**config.mk**
```make
export PLATFORM = sky130hd
export DESIGN_NAME = memq_id_alloc_flat
export DESIGN_NICKNAME = d
export VERILOG_FILES = /design/src/rtl/memq_id_alloc_pkg.sv /design/src/rtl/memq_id_alloc_if.sv /design/src/rtl/memq_id_alloc_qid_ptr.sv /design/src/rtl/memq_id_alloc.sv /design/src/flat_wrapper.sv
export SDC_FILE = /design/constraint.sdc
export NUM_CORES = 1
export LEC_CHECK = 0
export BUFFER_PORTS_ARGS = -buffer_cell sky130_fd_sc_hd__buf_4
export CORE_ASPECT_RATIO = 1.5
export CORE_UTILIZATION = 30
export CTS_CLUSTER_DIAMETER = 200
export DETAILED_ROUTE_END_ITERATION = 16
export SETUP_SLACK_MARGIN = 0.2
export SLEW_MARGIN = 20
export SYNTH_ARGS = -nofsm -noshare
export SYNTH_HDL_FRONTEND = slang
export SYNTH_HIERARCHICAL = 1
export SYNTH_SLANG_ARGS = --single-unit
```
**constraint.sdc**
```tcl
create_clock -name clk -period 4.3 [get_ports clk]
set_input_delay 1.075 -clock clk [delete_from_list [all_inputs] [get_ports clk]]
set_output_delay 1.075 -clock clk [all_outputs]
set_load 0.005 [all_outputs]
```
**src/rtl/memq_id_alloc_pkg.sv**
```systemverilog
// memq_id_alloc_pkg: shared types, default depths and queue-id helper functions
package memq_id_alloc_pkg;
  localparam int DEF_LDQ_DEPTH = 16;
  localparam int DEF_STQ_DEPTH = 16;
  localparam int LDQ_IDW = $clog2(DEF_LDQ_DEPTH) + 1;
  localparam int STQ_IDW = $clog2(DEF_STQ_DEPTH) + 1;
  typedef logic [LDQ_IDW-1:0] t_ldq_id;
  typedef logic [STQ_IDW-1:0] t_stq_id;
  typedef struct packed {
    logic       valid;
    logic [6:0] robid;
  } t_nuke_pkt;
  function automatic logic [31:0] qid_inc(input logic [31:0] id, input int unsigned depth);
    return (id + 32'd1) & (32'(depth) * 32'd2 - 32'd1);
  endfunction
  function automatic logic [31:0] qid_occ(input logic [31:0] tail, input logic [31:0] head);
    return tail - head;
  endfunction
endpackage

```
**src/rtl/memq_id_alloc_if.sv**
```systemverilog
// memq_id_alloc_if: dispatch, retire, drain and nuke signals plus allocated ids and queue flags
interface memq_id_alloc_if
  import memq_id_alloc_pkg::*;
#(
  parameter int LDQ_DEPTH = DEF_LDQ_DEPTH,
  parameter int STQ_DEPTH = DEF_STQ_DEPTH
);
  t_nuke_pkt                      nuke_rb1;
  logic                           disp_valid_rs0;
  logic                           disp_is_ld_rs0;
  logic                           disp_is_st_rs0;
  logic                           ld_retire_rb1;
  logic                           st_retire_rb1;
  logic                           st_drain_mm;
  logic [$clog2(LDQ_DEPTH):0]     ldqid_alloc_rs0;
  logic [$clog2(STQ_DEPTH):0]     stqid_alloc_rs0;
  logic                           ldq_full;
  logic                           stq_full;
  logic                           ldq_empty;
  logic                           stq_empty;
  modport master (
    output nuke_rb1, disp_valid_rs0, disp_is_ld_rs0, disp_is_st_rs0,
    output ld_retire_rb1, st_retire_rb1, st_drain_mm,
    input  ldqid_alloc_rs0, stqid_alloc_rs0, ldq_full, stq_full, ldq_empty, stq_empty
  );
  modport slave (
    input  nuke_rb1, disp_valid_rs0, disp_is_ld_rs0, disp_is_st_rs0,
    input  ld_retire_rb1, st_retire_rb1, st_drain_mm,
    output ldqid_alloc_rs0, stqid_alloc_rs0, ldq_full, stq_full, ldq_empty, stq_empty
  );
endinterface

```
**src/rtl/memq_id_alloc_qid_ptr.sv**
```systemverilog
// qid_ptr: wrap-tagged circular queue pointer with increment, load and sync reset
module qid_ptr
  import memq_id_alloc_pkg::*;
#(
  parameter int DEPTH = 16,
  parameter int W = $clog2(DEPTH) + 1
) (
  input  logic         clk,
  input  logic         reset,
  input  logic         inc,
  input  logic         load,
  input  logic [W-1:0] load_val,
  output logic [W-1:0] q
);
  // load (rewind) takes priority over increment
  always_ff @(posedge clk)
    if (reset) q <= '0;
    else q <= load ? load_val : inc ? W'(qid_inc(32'(q), DEPTH)) : q;
endmodule

```
**src/rtl/memq_id_alloc.sv**
```systemverilog
// memq_id_alloc: LDQ/STQ id allocation, free tracking, full/empty flags and nuke rewind
module memq_id_alloc
  import memq_id_alloc_pkg::*;
#(
  parameter int LDQ_DEPTH = DEF_LDQ_DEPTH,
  parameter int STQ_DEPTH = DEF_STQ_DEPTH
) (
  input logic              clk,
  input logic              reset,
  memq_id_alloc_if.slave   io
);
  localparam int LW = $clog2(LDQ_DEPTH) + 1;
  localparam int SW = $clog2(STQ_DEPTH) + 1;
  logic [LW-1:0] ld_head, ld_tail, ld_head_nxt, ld_occ;
  logic [SW-1:0] st_head, st_cmt, st_tail, st_cmt_nxt, st_occ;
  logic nuke, ld_alloc, st_alloc;
  // nuke rewinds tails to the post-retire head/commit point, so same-cycle retires count
  always_comb begin
    nuke = io.nuke_rb1.valid;
    ld_alloc = io.disp_valid_rs0 & io.disp_is_ld_rs0 & ~nuke;
    st_alloc = io.disp_valid_rs0 & io.disp_is_st_rs0 & ~nuke;
    ld_head_nxt = io.ld_retire_rb1 ? LW'(qid_inc(32'(ld_head), LDQ_DEPTH)) : ld_head;
    st_cmt_nxt = io.st_retire_rb1 ? SW'(qid_inc(32'(st_cmt), STQ_DEPTH)) : st_cmt;
    ld_occ = LW'(qid_occ(32'(ld_tail), 32'(ld_head)));
    st_occ = SW'(qid_occ(32'(st_tail), 32'(st_head)));
  end
  qid_ptr #(.DEPTH(LDQ_DEPTH)) u_ld_head (
    .clk(clk), .reset(reset), .inc(io.ld_retire_rb1), .load(1'b0), .load_val('0), .q(ld_head)
  );
  qid_ptr #(.DEPTH(LDQ_DEPTH)) u_ld_tail (
    .clk(clk), .reset(reset), .inc(ld_alloc), .load(nuke), .load_val(ld_head_nxt), .q(ld_tail)
  );
  qid_ptr #(.DEPTH(STQ_DEPTH)) u_st_head (
    .clk(clk), .reset(reset), .inc(io.st_drain_mm), .load(1'b0), .load_val('0), .q(st_head)
  );
  qid_ptr #(.DEPTH(STQ_DEPTH)) u_st_cmt (
    .clk(clk), .reset(reset), .inc(io.st_retire_rb1), .load(1'b0), .load_val('0), .q(st_cmt)
  );
  qid_ptr #(.DEPTH(STQ_DEPTH)) u_st_tail (
    .clk(clk), .reset(reset), .inc(st_alloc), .load(nuke), .load_val(st_cmt_nxt), .q(st_tail)
  );
  assign io.ldqid_alloc_rs0 = ld_tail;
  assign io.stqid_alloc_rs0 = st_tail;
  assign io.ldq_full = ld_occ == LW'(LDQ_DEPTH);
  assign io.stq_full = st_occ == SW'(STQ_DEPTH);
  assign io.ldq_empty = ld_occ == '0;
  assign io.stq_empty = st_occ == '0;
  // protocol checks: overflow without a same-cycle free, and frees from empty regions
  always_ff @(posedge clk)
    if (!reset) begin
      assert (!(ld_alloc && io.ldq_full && !io.ld_retire_rb1));
      assert (!(st_alloc && io.stq_full && !io.st_drain_mm));
      assert (!(io.ld_retire_rb1 && ld_head == ld_tail));
      assert (!(io.st_retire_rb1 && st_cmt == st_tail));
      assert (!(io.st_drain_mm && st_head == st_cmt));
    end
endmodule

```
**src/flat_wrapper.sv**
```systemverilog
// flat-port wrapper written by rule: the top's interface ports become plain ports
module memq_id_alloc_flat import memq_id_alloc_pkg::*;
#(
  parameter int LDQ_DEPTH = DEF_LDQ_DEPTH,
  parameter int STQ_DEPTH = DEF_STQ_DEPTH
)
  (clk, reset, io_nuke_rb1, io_disp_valid_rs0, io_disp_is_ld_rs0, io_disp_is_st_rs0, io_ld_retire_rb1, io_st_retire_rb1, io_st_drain_mm, io_ldqid_alloc_rs0, io_stqid_alloc_rs0, io_ldq_full, io_stq_full, io_ldq_empty, io_stq_empty);
  memq_id_alloc_if #(.LDQ_DEPTH(LDQ_DEPTH), .STQ_DEPTH(STQ_DEPTH)) io_i ();
  input logic clk;
  input logic reset;
  input wire logic [$bits(io_i.nuke_rb1)-1:0] io_nuke_rb1;
  input wire logic [$bits(io_i.disp_valid_rs0)-1:0] io_disp_valid_rs0;
  input wire logic [$bits(io_i.disp_is_ld_rs0)-1:0] io_disp_is_ld_rs0;
  input wire logic [$bits(io_i.disp_is_st_rs0)-1:0] io_disp_is_st_rs0;
  input wire logic [$bits(io_i.ld_retire_rb1)-1:0] io_ld_retire_rb1;
  input wire logic [$bits(io_i.st_retire_rb1)-1:0] io_st_retire_rb1;
  input wire logic [$bits(io_i.st_drain_mm)-1:0] io_st_drain_mm;
  output wire logic [$bits(io_i.ldqid_alloc_rs0)-1:0] io_ldqid_alloc_rs0;
  output wire logic [$bits(io_i.stqid_alloc_rs0)-1:0] io_stqid_alloc_rs0;
  output wire logic [$bits(io_i.ldq_full)-1:0] io_ldq_full;
  output wire logic [$bits(io_i.stq_full)-1:0] io_stq_full;
  output wire logic [$bits(io_i.ldq_empty)-1:0] io_ldq_empty;
  output wire logic [$bits(io_i.stq_empty)-1:0] io_stq_empty;
  assign io_i.nuke_rb1 = io_nuke_rb1;
  assign io_i.disp_valid_rs0 = io_disp_valid_rs0;
  assign io_i.disp_is_ld_rs0 = io_disp_is_ld_rs0;
  assign io_i.disp_is_st_rs0 = io_disp_is_st_rs0;
  assign io_i.ld_retire_rb1 = io_ld_retire_rb1;
  assign io_i.st_retire_rb1 = io_st_retire_rb1;
  assign io_i.st_drain_mm = io_st_drain_mm;
  assign io_ldqid_alloc_rs0 = io_i.ldqid_alloc_rs0;
  assign io_stqid_alloc_rs0 = io_i.stqid_alloc_rs0;
  assign io_ldq_full = io_i.ldq_full;
  assign io_stq_full = io_i.stq_full;
  assign io_ldq_empty = io_i.ldq_empty;
  assign io_stq_empty = io_i.stq_empty;
  memq_id_alloc #(.LDQ_DEPTH(LDQ_DEPTH), .STQ_DEPTH(STQ_DEPTH)) u_core (.clk(clk), .reset(reset), .io(io_i));
endmodule
```
; Word-level counts from Yosys, hierarchy flattened
; Index checks and enable logic that the tools add are counted.
[totals]
reg_bits = 25
in_bits = 16
wordCells = 29
[op_classes]
add_sub_neg = 7
eq_ne = 2
n_mux = 6
n_bitwise = 5
n_reduce_logical = 4
[ops]
columns = cell, n
row1 = $mux 5, 6
row2 = $add 5x1->5 const B, 5
row3 = $eq 5x5->1 const B, 2
row4 = $logic_not 5->1, 2
row5 = $sub 5x5->5, 2
row6 = $and 1x1->1, 4
row7 = $reduce_bool 2->1, 2
row8 = $not 1->1, 1

; Logic depth before layout (Yosys ltp)
[logic_depth]
ltp_word = 4
ltp_mapped = 6

; By module
; Netlist, hierarchy kept.
[modules_own_cells]
columns = mod, instances, cells_each, area_each_um2, seq_area_each_um2
row1 = qid_ptr, 5, 28, 256.5, 100.1
row2 = memq_id_alloc, 1, 72, 554.3, 0.0

; Worst setup path after synthesis
; Ideal clock, no wire load.
[synth_path]
path_type = reg-to-output
start = register u_core.u_st_head.q[2]
end = output io_stq_empty
arrival_ps = 1637
t_required_ps = 3225
path_slack_ps = 1588
stages_incl_launch_ff = 6
n_path_buf = 0
cell_sequence = dfxtp_1 > inv_1 > ha_1 > and3b_1 > or4_1 > a211oi_2
[synth_between]
elab_chain_len = 2
[synth_lines]
columns = item, line_no
row1 = "start, declared", memq_id_alloc_qid_ptr.sv:13  ; output logic [W-1:0] q
row2 = "start signal, assigned", memq_id_alloc_qid_ptr.sv:18  ; else q <= load ? load_val : inc ? W'(qid_inc(32'(q), DEPTH)) : q;
row3 = $sub 5x5->5, memq_id_alloc_pkg.sv:17  ; return tail - head;
row4 = $logic_not 5->1, memq_id_alloc.sv:47  ; assign io.stq_empty = st_occ == '0;
row5 = "end, declared", flat_wrapper.sv:23  ; output wire logic [$bits(io_i.stq_empty)-1:0] io_stq_empty;
; No other way between the ends.

; Final worst setup path
[layout_path]
start = register u_core.u_ld_head.q[2]
end = output io_ldq_empty
[layout_between]
elab_chain_len = 2
[layout_lines]
columns = item, line_no
row1 = "start, declared", memq_id_alloc_qid_ptr.sv:13
row2 = "start signal, assigned", memq_id_alloc_qid_ptr.sv:18
row3 = $sub 5x5->5, memq_id_alloc_pkg.sv:17
row4 = $logic_not 5->1, memq_id_alloc.sv:46  ; assign io.ldq_empty = ld_occ == '0;
row5 = "end, declared", flat_wrapper.sv:22  ; output wire logic [$bits(io_i.ldq_empty)-1:0] io_ldq_empty;
; No other way between the ends.

==> flow_metrics.tcl <==
set metrics [dict create \
    outcome "finished clean" \
    syn_to_final_growth_pct 18.5 \
    whs_ps 611 \
    die_w_um 65.9 \
    first_iter_violations 12 \
    end_kind "output port" \
    netlist_area_um2 1840 \
    power.leakage_nw 0.959 \
    core_area_um2 5870 \
    io_buffers 22 \
    drt-wirelength-per-cell_um 11.3 \
    grt_pass1_wl_um 6310 \
    ant_nets 0 \
    worst_setup_path_start_kind "flip-flop" \
    max_freq_mhz 307 \
    vdd_drop_max_mv 0.140 \
    rsz0062_at_grt "no" \
    yosysWarnings 6 \
    path_clk_slew_ps 90 \
    finalSetupViolCount 0 \
    period_share 0.757 \
    fin_nets 282 \
    fillCellCount 634 \
    cts_setup_buffers 0 \
    clk_latency_ps 270 \
    synth-seq-cells 25 \
    num_vias 1526 \
    syn_inst 212 \
    ys_types 27 \
    finalCriticalPeriod_ps 3250 \
    finalNonFillerCells 322 \
    clockBufferDepth 2 \
    grt_usage 0.121 \
    fin_tns_setup_ps 0 \
    syn_avg_cell_area_um2 8.66 \
    synth-seq-area-share 0.272 \
    rr_startpoint "u_core/u_ld_head/q[0]" \
    seq_area_um2 500 \
    multiInputGateArea_um2 1280 \
    hp-start "u_core/u_st_cmt/q[4]" \
    utilization 0.371 \
    final-max-slew-violation-count 0 \
    dpl.cell_count 318 \
    place_hpwl_um 2760 \
    min_path_cells 2 \
    ios 30 \
    r2r_cells 6 \
    path_max_fanout 7 \
    critPathKind "flip-flop to output port" \
    vias_per_cell 4.74 \
    whs_endpoint "u_core/u_st_cmt/q[4]" \
    ctsResizeCount 0 \
    layout-drive-gt1-share 0.112 \
    hold_violations 0 \
    start_util 0.313 \
    power_density_nw_per_um2 272 \
    first_global_vias 1520 \
    grt_max_degree 26 \
    arrival_ps 2180 \
    h-tree-depth 1 \
    grt-ovfl-total 0 \
    worst_ep_required_time_ps 3220 \
    antenna_found_initial 0 \
    holdBufCountCts 0 \
    max_cap_violations 0 \
    reg2reg_to "u_core/u_ld_tail/q[4]" \
    worst_hold_path_type "flip-flop to flip-flop" \
    diodes 0 \
    routabilityCongestion 0.781 \
    cts_tree "done" \
    clock-sinks 25 \
    dr.pass1.iters 4 \
    num_rows 34 \
    die-area_um2 6450 \
    drc 0 \
    skew_ps 3.22 \
    numCtsBuffers 3 \
    ff2ff_setup_slack_ps 2930 \
    die_height_um 97.8 \
    cts-root-buf "clkbuf_8" \
    drt-total-wl_um 3630 \
]
==> stage by stage <==
| step | setup slack [ps] | power [W] | area [µm²] |
|---|---|---|---|
| 6_report | 1050 | 0.000593 | 2180 |
| 5_1_grt | 883 | 0.000635 | 2180 |
| 4_1_cts | 1050 | 0.000600 | 2180 |
| 3_5_place_dp | 1370 | 0.000454 | 2130 |
| 3_3_place_gp | 1380 | 0.000449 | 2130 |
| 2_1_floorplan | 1590 | 0.000400 | 1900 |
==> flip-flops by register name (all words and copies together), names as in the netlist <==
| register | flops |
|---|---|
| u_core/u_st_tail/q | 5 |
| u_core/u_st_head/q | 5 |
| u_core/u_ld_head/q | 5 |
| u_core/u_st_cmt/q | 5 |
| u_core/u_ld_tail/q | 5 |
==> where the power goes <==
part,switching [W],internal [W],total (W)
Sequential,0.0000274,0.000250,0.000277
Clock,0.0000779,0.0000649,0.000143
Combinational,0.0000840,0.0000885,0.000173
Total,0.000189,0.000403,0.000593
==> cell type report <==
| class | instances | area share |
|---|---|---|
| clock buffers | 3 | 0.0190 |
| clock inverters | 1 | 0.00230 |
| inverters | 25 | 0.0431 |
| multi-input cells | 174 | 0.589 |
| flip-flops and latches | 25 | 0.230 |
| well taps | 72 | 0.0414 |
| repair buffers | 22 | 0.0759 |
==> worst max path at each step <==
stage / startpoint / to / cells after the start / slack [ps]
after detailed placement: u_core/u_ld_head/q[2] / io_ldq_empty / 6 / 1370
after global routing: u_core/u_ld_head/q[2] / io_ldq_empty / 6 / 880
final: u_core/u_ld_head/q[2] / io_ldq_empty / 6 / 1050
after global placement: u_core/u_st_head/q[2] / io_stq_empty / 6 / 1380
after CTS: u_core/u_ld_head/q[2] / io_ldq_empty / 6 / 1050
after floorplan: u_core/u_st_head/q[2] / io_stq_empty / 5 / 1590
==> metal layers <==
layer / share of wire / track usage
met1: 0.42 / 0.126
met2: 0.56 / 0.240
met3: 0.014 / 0.00701
met4: 0.0099 / 0.0452
met5: 0 / 0
==> cells in the mapped netlist <==
| master | instances | area, µm² |
|---|---|---|
| a211o_1 | 3 | 26.3 |
| a211oi_1 | 1 | 7.51 |
| a211oi_2 | 1 | 12.5 |
| a21o_1 | 1 | 7.51 |
| a21oi_1 | 17 | 85.1 |
| a311oi_1 | 2 | 17.5 |
| and3b_1 | 3 | 26.3 |
| buf_2 | 5 | 25.0 |
| conb_1 | 1 | 3.75 |
| dfxtp_1 | 25 | 500 |
| ha_1 | 15 | 188 |
| inv_1 | 25 | 93.8 |
| mux2_1 | 5 | 56.3 |
| mux2_2 | 1 | 11.3 |
| mux2i_1 | 10 | 100 |
| nand2_1 | 10 | 37.5 |
| nand3b_1 | 2 | 15.0 |
| nand4_1 | 19 | 119 |
| nor2_1 | 11 | 41.3 |
| nor2b_1 | 3 | 18.8 |
| o211ai_1 | 1 | 7.51 |
| o21a_1 | 15 | 113 |
| o21ai_0 | 1 | 5.00 |
| or4_1 | 1 | 7.51 |
| xnor2_1 | 24 | 210 |
| xnor3_1 | 1 | 22.5 |
| xor2_1 | 9 | 78.8 |
==> cells in the final DEF (no fill, tap or decap), types with 2 or more instances in the layout <==
cell | synthesis | routed
buf_4 | 0 | 22
nor2_1 | 11 | 11
a21oi_1 | 17 | 17
a211o_1 | 3 | 3
nand4_1 | 19 | 19
xnor2_1 | 24 | 24
and3b_1 | 3 | 3
dfxtp_1 | 25 | 25
mux2i_1 | 10 | 10
o21a_1 | 15 | 15
ha_1 | 15 | 15
inv_1 | 25 | 25
nand2_1 | 10 | 10
nand3b_1 | 2 | 2
conb_1 | 1 | 18
mux2_1 | 5 | 5
clkbuf_8 | 0 | 3
xor2_1 | 9 | 9
a311oi_1 | 2 | 2
nor2b_1 | 3 | 3
==> critical path, stage by stage, from the launching register on <==
cell and delay [ps]:
dfxtp_1 480, inv_1 90, ha_1 330, a21oi_1 380
nand4_1 150, a311oi_1 310, buf_4 160
==> logic make-up (layout without fill, tap and decap cells) <==
kind of cell	after synthesis	after routing	share of synthesized area
muxes	16	16	0.0913
buffers and inverters	30	51	0.0647
xor gates and xnor gates	34	34	0.170
adders and majority gates	15	15	0.102
DFF	25	25	0.272
AOI/OAI and AO/OA	42	42	0.153
other	1	18	0.00204
and+or+nand+nor	49	49	0.144
Power figures use the tool's default switching activity.
